===== config.mk =====
export PLATFORM = sky130hd
export DESIGN_NAME = cr_xp10_decomp_ib_tlv_parser_flat
export DESIGN_NICKNAME = d
export VERILOG_FILES = /design/src/rtl/cr_xp10_decomp_ib_tlv_parser_if.sv /design/src/rtl/cr_xp10_decomp_ib_tlv_parser.sv /design/src/flat_wrapper.sv
export SDC_FILE = /design/constraint.sdc
export NUM_CORES = 1
export LEC_CHECK = 0
export BUFFER_PORTS_ARGS = -buffer_cell sky130_fd_sc_hd__buf_2
export CORE_ASPECT_RATIO = 0.9
export CORE_MARGIN = 4
export CORE_UTILIZATION = 31
export CTS_BUF_LIST = sky130_fd_sc_hd__clkbuf_16
export DETAILED_ROUTE_END_ITERATION = 10
export RECOVER_POWER = 50
export SKIP_CTS_REPAIR_TIMING = 1
export SYNTH_ARGS = -nofsm -noshare
export SYNTH_HDL_FRONTEND = slang
export SYNTH_SLANG_ARGS = --single-unit

===== constraint.sdc =====
create_clock -name clk -period 2.5 [get_ports clk]
set_clock_uncertainty 0.05 [all_clocks]
set_input_delay 0 -clock clk [delete_from_list [all_inputs] [get_ports clk]]
set_output_delay 0 -clock clk [all_outputs]
set_load 0.02 [all_outputs]

===== src/rtl/cr_xp10_decomp_ib_tlv_parser_if.sv =====
// ----------------------------------------------------------------------------
// cr_xp10_decomp_ib_tlv_parser_if
//
// Purpose: bundles the inbound TLV stream, the passthrough (PT) and
// decompressor data-path (DP) output streams, the framing-error pulse and the
// optional word counters of the XP10 decompressor ingress TLV parser.
//
// Signals:
//   ib_tvalid/ib_tdata/ib_tsot/ib_tlast  inbound word, start/end of TLV
//   ib_tready                            inbound ready (from parser)
//   pt_valid/pt_data/pt_sot/pt_eot       passthrough word and TLV framing
//   pt_is_dhdr                           PT word is a data-TLV header
//   pt_ready                             passthrough sink ready
//   dp_valid/dp_data/dp_eot              decompressor payload word
//   dp_ready                             decompressor sink ready
//   err_len                              one-cycle framing error pulse
//   stat_pt_words/stat_dp_words          handoff counters (0 when not built)
//
// Modports:
//   slave  - the parser
//   master - the environment (stream source and both sinks)
// ----------------------------------------------------------------------------
interface cr_xp10_decomp_ib_tlv_parser_if;
  logic        ib_tvalid;
  logic [63:0] ib_tdata;
  logic        ib_tsot;
  logic        ib_tlast;
  logic        ib_tready;

  logic        pt_valid;
  logic [63:0] pt_data;
  logic        pt_sot;
  logic        pt_eot;
  logic        pt_is_dhdr;
  logic        pt_ready;

  logic        dp_valid;
  logic [63:0] dp_data;
  logic        dp_eot;
  logic        dp_ready;

  logic        err_len;
  logic [31:0] stat_pt_words;
  logic [31:0] stat_dp_words;

  modport slave (
    input  ib_tvalid, ib_tdata, ib_tsot, ib_tlast, pt_ready, dp_ready,
    output ib_tready, pt_valid, pt_data, pt_sot, pt_eot, pt_is_dhdr,
           dp_valid, dp_data, dp_eot, err_len, stat_pt_words, stat_dp_words
  );

  modport master (
    output ib_tvalid, ib_tdata, ib_tsot, ib_tlast, pt_ready, dp_ready,
    input  ib_tready, pt_valid, pt_data, pt_sot, pt_eot, pt_is_dhdr,
           dp_valid, dp_data, dp_eot, err_len, stat_pt_words, stat_dp_words
  );
endinterface


===== src/rtl/cr_xp10_decomp_ib_tlv_parser.sv =====
// ----------------------------------------------------------------------------
// cr_xp10_decomp_ib_tlv_parser
//
// Purpose: ingress TLV parser of the XP10 decompressor. Classifies each TLV
// by its header word: payload words of data TLVs go to the decompressor data
// path (DP); every other TLV, and the data-TLV header itself, goes to the
// passthrough path (PT). Length/framing violations raise a one-cycle err_len
// and the parser resynchronises on the next header.
//
// Parameters:
//   DATA_TLV_TYPE  header type routed to DP (default 8'h05)
//   LEN_W          width of the header length field and word counter
//
// Ports:
//   clk    core clock
//   rst_n  asynchronous active-low reset
//   bus    cr_xp10_decomp_ib_tlv_parser_if.slave (inbound stream, PT and DP
//          output streams, err_len, stat counters)
//
// Configuration macro:
//   CR_XP10_DECOMP_IB_STATS_EN  when defined, stat_pt_words/stat_dp_words
//   count valid&ready handoffs on each output (wrapping, cleared by reset);
//   when undefined both ports are tied to 0.
// ----------------------------------------------------------------------------
module cr_xp10_decomp_ib_tlv_parser #(
  parameter logic [7:0]  DATA_TLV_TYPE = 8'h05,
  parameter int unsigned LEN_W         = 24
) (
  input logic                           clk,
  input logic                           rst_n,
  cr_xp10_decomp_ib_tlv_parser_if.slave bus
);

  typedef enum logic [1:0] {
    ST_HDR   = 2'd0,
    ST_PBODY = 2'd1,
    ST_DBODY = 2'd2,
    ST_DRAIN = 2'd3
  } state_t;

  localparam logic [LEN_W-1:0] CNT_ZERO = {LEN_W{1'b0}};
  localparam logic [LEN_W-1:0] CNT_ONE  = LEN_W'(1);

  // Registered state
  state_t           r_state;
  logic [LEN_W-1:0] r_cnt;
  logic             r_rdy_en;
  logic             r_err;
  logic             r_pt_valid;
  logic [63:0]      r_pt_data;
  logic             r_pt_sot;
  logic             r_pt_eot;
  logic             r_pt_dhdr;
  logic             r_dp_valid;
  logic [63:0]      r_dp_data;
  logic             r_dp_eot;

  // Decode of the current inbound word
  logic [LEN_W-1:0] w_hdr_len;
  logic [LEN_W-1:0] w_hdr_rem;
  logic             w_hdr_is_d;
  logic             w_hdr_eot;
  logic             w_is_hdr;
  logic             w_cnt_last;
  logic             w_body_eot;
  logic             w_tgt_pt;
  logic             w_tgt_dp;
  logic             w_ready;
  logic             w_acc;
  logic             w_pt_load;
  logic             w_dp_load;
  logic             w_err;
  state_t           w_nxt_state;
  logic [LEN_W-1:0] w_nxt_cnt;

  // Word classification, routing target, ready and next-state decode
  always_comb begin
    w_hdr_len  = bus.ib_tdata[8 +: LEN_W];
    w_hdr_is_d = (bus.ib_tdata[7:0] == DATA_TLV_TYPE);
    // A zero length field is treated as a header-only TLV.
    if (w_hdr_len == CNT_ZERO) begin
      w_hdr_rem = CNT_ZERO;
    end else begin
      w_hdr_rem = w_hdr_len - CNT_ONE;
    end
    w_hdr_eot = bus.ib_tlast || (w_hdr_rem == CNT_ZERO);

    // In DRAIN a start-of-TLV word is discarded like any other word.
    w_is_hdr   = bus.ib_tsot && (r_state != ST_DRAIN);
    w_cnt_last = (r_cnt == CNT_ONE);
    w_body_eot = bus.ib_tlast || w_cnt_last;

    w_tgt_pt = w_is_hdr || (r_state == ST_PBODY);
    w_tgt_dp = (r_state == ST_DBODY) && !bus.ib_tsot;

    if (!r_rdy_en) begin
      w_ready = 1'b0;
    end else if (w_tgt_pt) begin
      w_ready = !r_pt_valid || bus.pt_ready;
    end else if (w_tgt_dp) begin
      w_ready = !r_dp_valid || bus.dp_ready;
    end else begin
      // Words that are only discarded (DRAIN, stray word in HDR).
      w_ready = 1'b1;
    end

    w_acc     = bus.ib_tvalid && w_ready;
    w_pt_load = w_acc && w_tgt_pt;
    w_dp_load = w_acc && w_tgt_dp;

    w_nxt_state = r_state;
    w_nxt_cnt   = r_cnt;
    w_err       = 1'b0;
    if (w_is_hdr) begin
      // A header inside a body closes the open TLV, which is an error in
      // itself; the header is then parsed normally.
      w_err = (r_state != ST_HDR) || (bus.ib_tlast != (w_hdr_rem == CNT_ZERO));
      if (w_hdr_eot) begin
        w_nxt_cnt   = CNT_ZERO;
        w_nxt_state = bus.ib_tlast ? ST_HDR : ST_DRAIN;
      end else begin
        w_nxt_cnt   = w_hdr_rem;
        w_nxt_state = w_hdr_is_d ? ST_DBODY : ST_PBODY;
      end
    end else begin
      case (r_state)
        ST_HDR: begin
          // Stray word where a header was expected; a stray word that
          // carries tlast already ends the bad TLV.
          w_err       = 1'b1;
          w_nxt_cnt   = CNT_ZERO;
          w_nxt_state = bus.ib_tlast ? ST_HDR : ST_DRAIN;
        end
        ST_PBODY, ST_DBODY: begin
          w_err = (bus.ib_tlast != w_cnt_last);
          if (w_body_eot) begin
            w_nxt_cnt   = CNT_ZERO;
            w_nxt_state = bus.ib_tlast ? ST_HDR : ST_DRAIN;
          end else begin
            w_nxt_cnt   = r_cnt - CNT_ONE;
            w_nxt_state = r_state;
          end
        end
        ST_DRAIN: begin
          w_nxt_cnt   = CNT_ZERO;
          w_nxt_state = bus.ib_tlast ? ST_HDR : ST_DRAIN;
        end
        default: begin
          w_nxt_cnt   = CNT_ZERO;
          w_nxt_state = ST_HDR;
        end
      endcase
    end
  end

  // Parser FSM, word counter and both single-entry output registers
  always_ff @(posedge clk or negedge rst_n) begin
    if (!rst_n) begin
      r_state    <= ST_HDR;
      r_cnt      <= CNT_ZERO;
      r_rdy_en   <= 1'b0;
      r_err      <= 1'b0;
      r_pt_valid <= 1'b0;
      r_pt_data  <= 64'd0;
      r_pt_sot   <= 1'b0;
      r_pt_eot   <= 1'b0;
      r_pt_dhdr  <= 1'b0;
      r_dp_valid <= 1'b0;
      r_dp_data  <= 64'd0;
      r_dp_eot   <= 1'b0;
    end else begin
      // Holds ib_tready low until the first cycle after reset release.
      r_rdy_en <= 1'b1;
      r_err    <= w_acc && w_err;
      if (w_acc) begin
        r_state <= w_nxt_state;
        r_cnt   <= w_nxt_cnt;
      end

      if (w_pt_load) begin
        r_pt_valid <= 1'b1;
        r_pt_data  <= bus.ib_tdata;
        r_pt_sot   <= w_is_hdr;
        r_pt_eot   <= w_is_hdr ? w_hdr_eot : w_body_eot;
        r_pt_dhdr  <= w_is_hdr && w_hdr_is_d;
      end else if (bus.pt_ready) begin
        r_pt_valid <= 1'b0;
      end

      if (w_dp_load) begin
        r_dp_valid <= 1'b1;
        r_dp_data  <= bus.ib_tdata;
        r_dp_eot   <= w_body_eot;
      end else if (bus.dp_ready) begin
        r_dp_valid <= 1'b0;
      end
    end
  end

  assign bus.ib_tready  = w_ready;
  assign bus.pt_valid   = r_pt_valid;
  assign bus.pt_data    = r_pt_data;
  assign bus.pt_sot     = r_pt_sot;
  assign bus.pt_eot     = r_pt_eot;
  assign bus.pt_is_dhdr = r_pt_dhdr;
  assign bus.dp_valid   = r_dp_valid;
  assign bus.dp_data    = r_dp_data;
  assign bus.dp_eot     = r_dp_eot;
  assign bus.err_len    = r_err;

`ifdef CR_XP10_DECOMP_IB_STATS_EN
  logic [31:0] r_stat_pt;
  logic [31:0] r_stat_dp;

  // Handoff counters, free-running and wrapping
  always_ff @(posedge clk or negedge rst_n) begin
    if (!rst_n) begin
      r_stat_pt <= 32'd0;
      r_stat_dp <= 32'd0;
    end else begin
      if (r_pt_valid && bus.pt_ready) begin
        r_stat_pt <= r_stat_pt + 32'd1;
      end
      if (r_dp_valid && bus.dp_ready) begin
        r_stat_dp <= r_stat_dp + 32'd1;
      end
    end
  end

  assign bus.stat_pt_words = r_stat_pt;
  assign bus.stat_dp_words = r_stat_dp;
`else
  assign bus.stat_pt_words = 32'd0;
  assign bus.stat_dp_words = 32'd0;
`endif

endmodule

===== src/flat_wrapper.sv =====
// flat-port wrapper written by rule: the top's interface ports become plain ports
module cr_xp10_decomp_ib_tlv_parser_flat 
#(
  parameter logic [7:0]  DATA_TLV_TYPE = 8'h05,
  parameter int unsigned LEN_W         = 24
)
  (clk, rst_n, bus_ib_tvalid, bus_ib_tdata, bus_ib_tsot, bus_ib_tlast, bus_pt_ready, bus_dp_ready, bus_ib_tready, bus_pt_valid, bus_pt_data, bus_pt_sot, bus_pt_eot, bus_pt_is_dhdr, bus_dp_valid, bus_dp_data, bus_dp_eot, bus_err_len, bus_stat_pt_words, bus_stat_dp_words);
  cr_xp10_decomp_ib_tlv_parser_if bus_i ();
  input logic clk;
  input logic rst_n;
  input wire logic [$bits(bus_i.ib_tvalid)-1:0] bus_ib_tvalid;
  input wire logic [$bits(bus_i.ib_tdata)-1:0] bus_ib_tdata;
  input wire logic [$bits(bus_i.ib_tsot)-1:0] bus_ib_tsot;
  input wire logic [$bits(bus_i.ib_tlast)-1:0] bus_ib_tlast;
  input wire logic [$bits(bus_i.pt_ready)-1:0] bus_pt_ready;
  input wire logic [$bits(bus_i.dp_ready)-1:0] bus_dp_ready;
  output wire logic [$bits(bus_i.ib_tready)-1:0] bus_ib_tready;
  output wire logic [$bits(bus_i.pt_valid)-1:0] bus_pt_valid;
  output wire logic [$bits(bus_i.pt_data)-1:0] bus_pt_data;
  output wire logic [$bits(bus_i.pt_sot)-1:0] bus_pt_sot;
  output wire logic [$bits(bus_i.pt_eot)-1:0] bus_pt_eot;
  output wire logic [$bits(bus_i.pt_is_dhdr)-1:0] bus_pt_is_dhdr;
  output wire logic [$bits(bus_i.dp_valid)-1:0] bus_dp_valid;
  output wire logic [$bits(bus_i.dp_data)-1:0] bus_dp_data;
  output wire logic [$bits(bus_i.dp_eot)-1:0] bus_dp_eot;
  output wire logic [$bits(bus_i.err_len)-1:0] bus_err_len;
  output wire logic [$bits(bus_i.stat_pt_words)-1:0] bus_stat_pt_words;
  output wire logic [$bits(bus_i.stat_dp_words)-1:0] bus_stat_dp_words;
  assign bus_i.ib_tvalid = bus_ib_tvalid;
  assign bus_i.ib_tdata = bus_ib_tdata;
  assign bus_i.ib_tsot = bus_ib_tsot;
  assign bus_i.ib_tlast = bus_ib_tlast;
  assign bus_i.pt_ready = bus_pt_ready;
  assign bus_i.dp_ready = bus_dp_ready;
  assign bus_ib_tready = bus_i.ib_tready;
  assign bus_pt_valid = bus_i.pt_valid;
  assign bus_pt_data = bus_i.pt_data;
  assign bus_pt_sot = bus_i.pt_sot;
  assign bus_pt_eot = bus_i.pt_eot;
  assign bus_pt_is_dhdr = bus_i.pt_is_dhdr;
  assign bus_dp_valid = bus_i.dp_valid;
  assign bus_dp_data = bus_i.dp_data;
  assign bus_dp_eot = bus_i.dp_eot;
  assign bus_err_len = bus_i.err_len;
  assign bus_stat_pt_words = bus_i.stat_pt_words;
  assign bus_stat_dp_words = bus_i.stat_dp_words;
  cr_xp10_decomp_ib_tlv_parser #(.DATA_TLV_TYPE(DATA_TLV_TYPE), .LEN_W(LEN_W)) u_core (.clk(clk), .rst_n(rst_n), .bus(bus_i));
endmodule

==> summary.md <==
| Metric | Value |
|---|---|
| R2R Setup Slk | 100 ps |
| Final Wtd Congestion | between 0.9 and 1 |
| Via/cell ratio | approximately 4.7 |
| Critical path startpoint category | input pin |
| Synth warnings | 0 |
| CORE AREA | around 0.025 mm2 |
| First-pass GRT wire length | 36270 um |
| Clock sinks | 162 |
| # IOs | 271 |
| Register area | between 0.004 and 0.005 mm2 |
| Setup ws final | -237.8 ps |
| Seq cells post-synth | 162 |
| Die width | about 180 um |
| Reg2reg start | u_core.r_cnt[12] |
| Synth Instances | 698 |
| Layout cells sized above 1 | between 30% and 40% |
| Largest cells by area after synthesis | dfrtp_1 50%, mux2_2 17%, buf_4 6.1% |
| RSZ-0062 raised after global routing | true |
| 1st-pass router iterations | 5 |
| Crit path to | u_core.r_cnt[10] |
| CTS clk-pin slew, worst paths | 70 ps |
| Pwr Total | 11940 uW |
| Leak | 0.005048 uW |
| Clk buf depth | 2 |
| PortBufs | 206 |
| Top-area cell type share of the netlist area | between 50% and 60% |
| Crit path time final | 2738 ps |
| Hpwl dp | approximately 18000 um |
| Initial antenna violation count | 1 |
| Place WS | -634.3 ps |
| Asr flop ratio synth | 100.0% |
| Multi-input gate area | about 0.0037 mm2 |
| Vias in the first global route | 6412 |
| Outcome | complete, but fails checks |
| CTS H-tree depth | 4 |
| Crit path max fanout | 10 |
| Final non-filler cell total | 1393 |
| Mean Syn Cell Area | 11.53 um2 |
| Reg2Reg Depth | 10 |
| GRT Residual Overflow | 0 |
| Worst setup EP type | flop |
| Cell Area, Synth | 0.008049 mm2 |
| WL per Instance | 17.37 um |
| Clock root buffer | clkbuf_16 |
| Post-synth top area cell | dfrtp_1 |
| PwrDens | 1072 mW/mm2 |
| Final wirelength | 24190 um |
| Max_slew headroom | -10.31% |
| DIE HEIGHT | 160.9 um |
| Min-Delay Path Class | input pin to flop |
| Row Count | 55 |
| Vias | 6553 |
| Most common flop cell mapped by yosys | dfrtp_1 |
| Latest clock arrival within the worst-skew pair | 420 ps |
| Max IR drop VDD | 0.6883 mV |
| Drc violations | 0 |
| Starting density of the core | between 30% and 40% |
| Leading cell type by number of instances after synthesis | dfrtp_1 |
| TritonCTS clock tree | yes |
| GRT Overall Usage | 15.98% |
| Die ar. | 0.02861 mm2 |
| Critical path class | input pin to flop |
| Maximum capacitance violations | 1 |
| Critical path data arrival time | 3000 ps |
| Commonest cells in the netlist | 162 x dfrtp_1, 122 x mux2_2, 65 x buf_4 |
| Total CTS buffers | 17 |
| Post-synth EDFFs | 0 |
| Largest net degree at the start of global routing | between 60 and 70 |
| Final hold violations | 0 |
| Post-synthesis sequential area ratio | 50.37% |
| Tcrit/Tclk final | 109.5% |
| DR iter-0 viols | 292 |
| Final #Nets | 1116 |
| Setup crit start | bus_ib_tdata[20] |
| Failing checks | max-capacitance violations, max-slew violations, negative setup slack |
| Setup violators final | 27 |
| Detail Route Antenna Nets | 0 |
| R2R Path End | u_core.r_cnt[20] |
| Max Fclk | 0.3653 GHz |
| Area Growth Syn to Fin | 38.47% |
| Worst Max-Slew Pin Slew | 1655 ps |
| Filler cell count | 2520 |
| Fin. max-slew vios | 65 |
| # placed instances | 1289 |
| Crit path required time | 2760 ps |
| Post-synthesis cell type count | 67 |
-- cells in the final DEF (no fill, tap or decap), types with 9 or more instances in the layout --
cell           netlist  routed
nor4_1              12       9
mux2_2             122     122
inv_1               11      11
clkbuf_1            25      93
nor3_1              18      18
o21ai_1             18      18
buf_4               65      75
dlygate4sd3_1        0      67
buf_2                7     111
nand3_1             11      10
conb_1               2      65
a21oi_1             18      17
o21ai_0             32      30
nand2_1             36      35
clkbuf_16            0      17
nor2_1              24      21
dfrtp_1            162     162
-- flip-flops by register name (all words and copies together) (netlist names), 2 cells and up --
signal / count
u_core.bus.dp_data: 64
u_core.bus.pt_data: 64
u_core.r_cnt: 24
u_core.r_state: 2
-- through the flow --
step | hold WS (ps) | setup TNS, ps | area (um2) | utilization (%)
6_report | 26.92 | -2403 | 11150 | 44.01
5_1_grt | 15.95 | -10510 | 11150 | 44.01
4_1_cts | -464.2 | -2497 | 10430 | 41.18
3_5_place_dp | -10.91 | -14360 | 9847 | 38.88
3_3_place_gp | -7.046 | -10110 | 9847 | 38.88
2_1_floorplan | -345.6 | -4608 | 8338 | -
-- routing by layer --
metal,global-route usage [%],vias up,part of all wire (%)
met1,21.58,3226,44
li1,-,3057,-
met4,3.480,0,1.9
met5,0,-,0
met3,5.390,29,7.4
met2,25.03,241,47
-- cells by family after synthesis --
| group | Yosys count | synth area share (%) |
|---|---|---|
| other cells | 2 | 0.09330 |
| flops | 162 | 50.37 |
| simple gates | 155 | 11.01 |
| xor+xnor | 15 | 1.632 |
| buf+inv | 112 | 8.689 |
| compound gates | 120 | 9.638 |
| mux | 124 | 17.33 |
| fa+ha+maj | 8 | 1.244 |
-- how the worst min path moves through the flow --
| stage | start | end | slack (ps) | cells after the start |
|---|---|---|---|---|
| detailed placement | rst_n | u_core.bus.dp_data[28] | -10 | 1 |
| CTS | rst_n | u_core.bus.pt_data[24] | -460 | 1 |
| finish | bus_ib_tdata[10] | u_core.bus.dp_data[10] | 30 | 3 |
| global placement | rst_n | u_core.bus.dp_data[21] | -7 | 1 |
| global route | bus_ib_tdata[10] | u_core.bus.dp_data[10] | 20 | 3 |
| floorplan | rst_n | u_core.bus.dp_data[0] | -350 | 0 |
-- worst max-delay path, cell delays in order --
cell,delay [ps]
buf_6,90
or4_4,560
or4_4,470
buf_6,140
o21ai_2,160
nand4_1,160
nor4_2,290
a21oi_1,150
ha_2,200
inv_2,70
or2_4,140
nor2_4,40
buf_12,130
a22o_1,220
a22o_1,170
-- where the power goes --
group | total, uW | leakage (uW) | switching (uW) | internal, uW
clock network | 2610 | 0.000286 | 1130 | 1490
logic | 4910 | 0.00275 | 3040 | 1870
registers | 4420 | 0.00202 | 648 | 3770
total | 11900 | 0.00505 | 4820 | 7130
-- layout make-up --
class | instances | area share [%]
sequential | 162 | 36.37
multi-input combinational | 487 | 33.32
timing repair buffer | 358 | 20.86
tap | 342 | 3.839
clock buffer | 17 | 3.817
clock inverter | 15 | 1.403
inverter | 11 | 0.3705
antenna | 1 | 0.02245
Note: power is estimated with default switching activity, not from simulation.
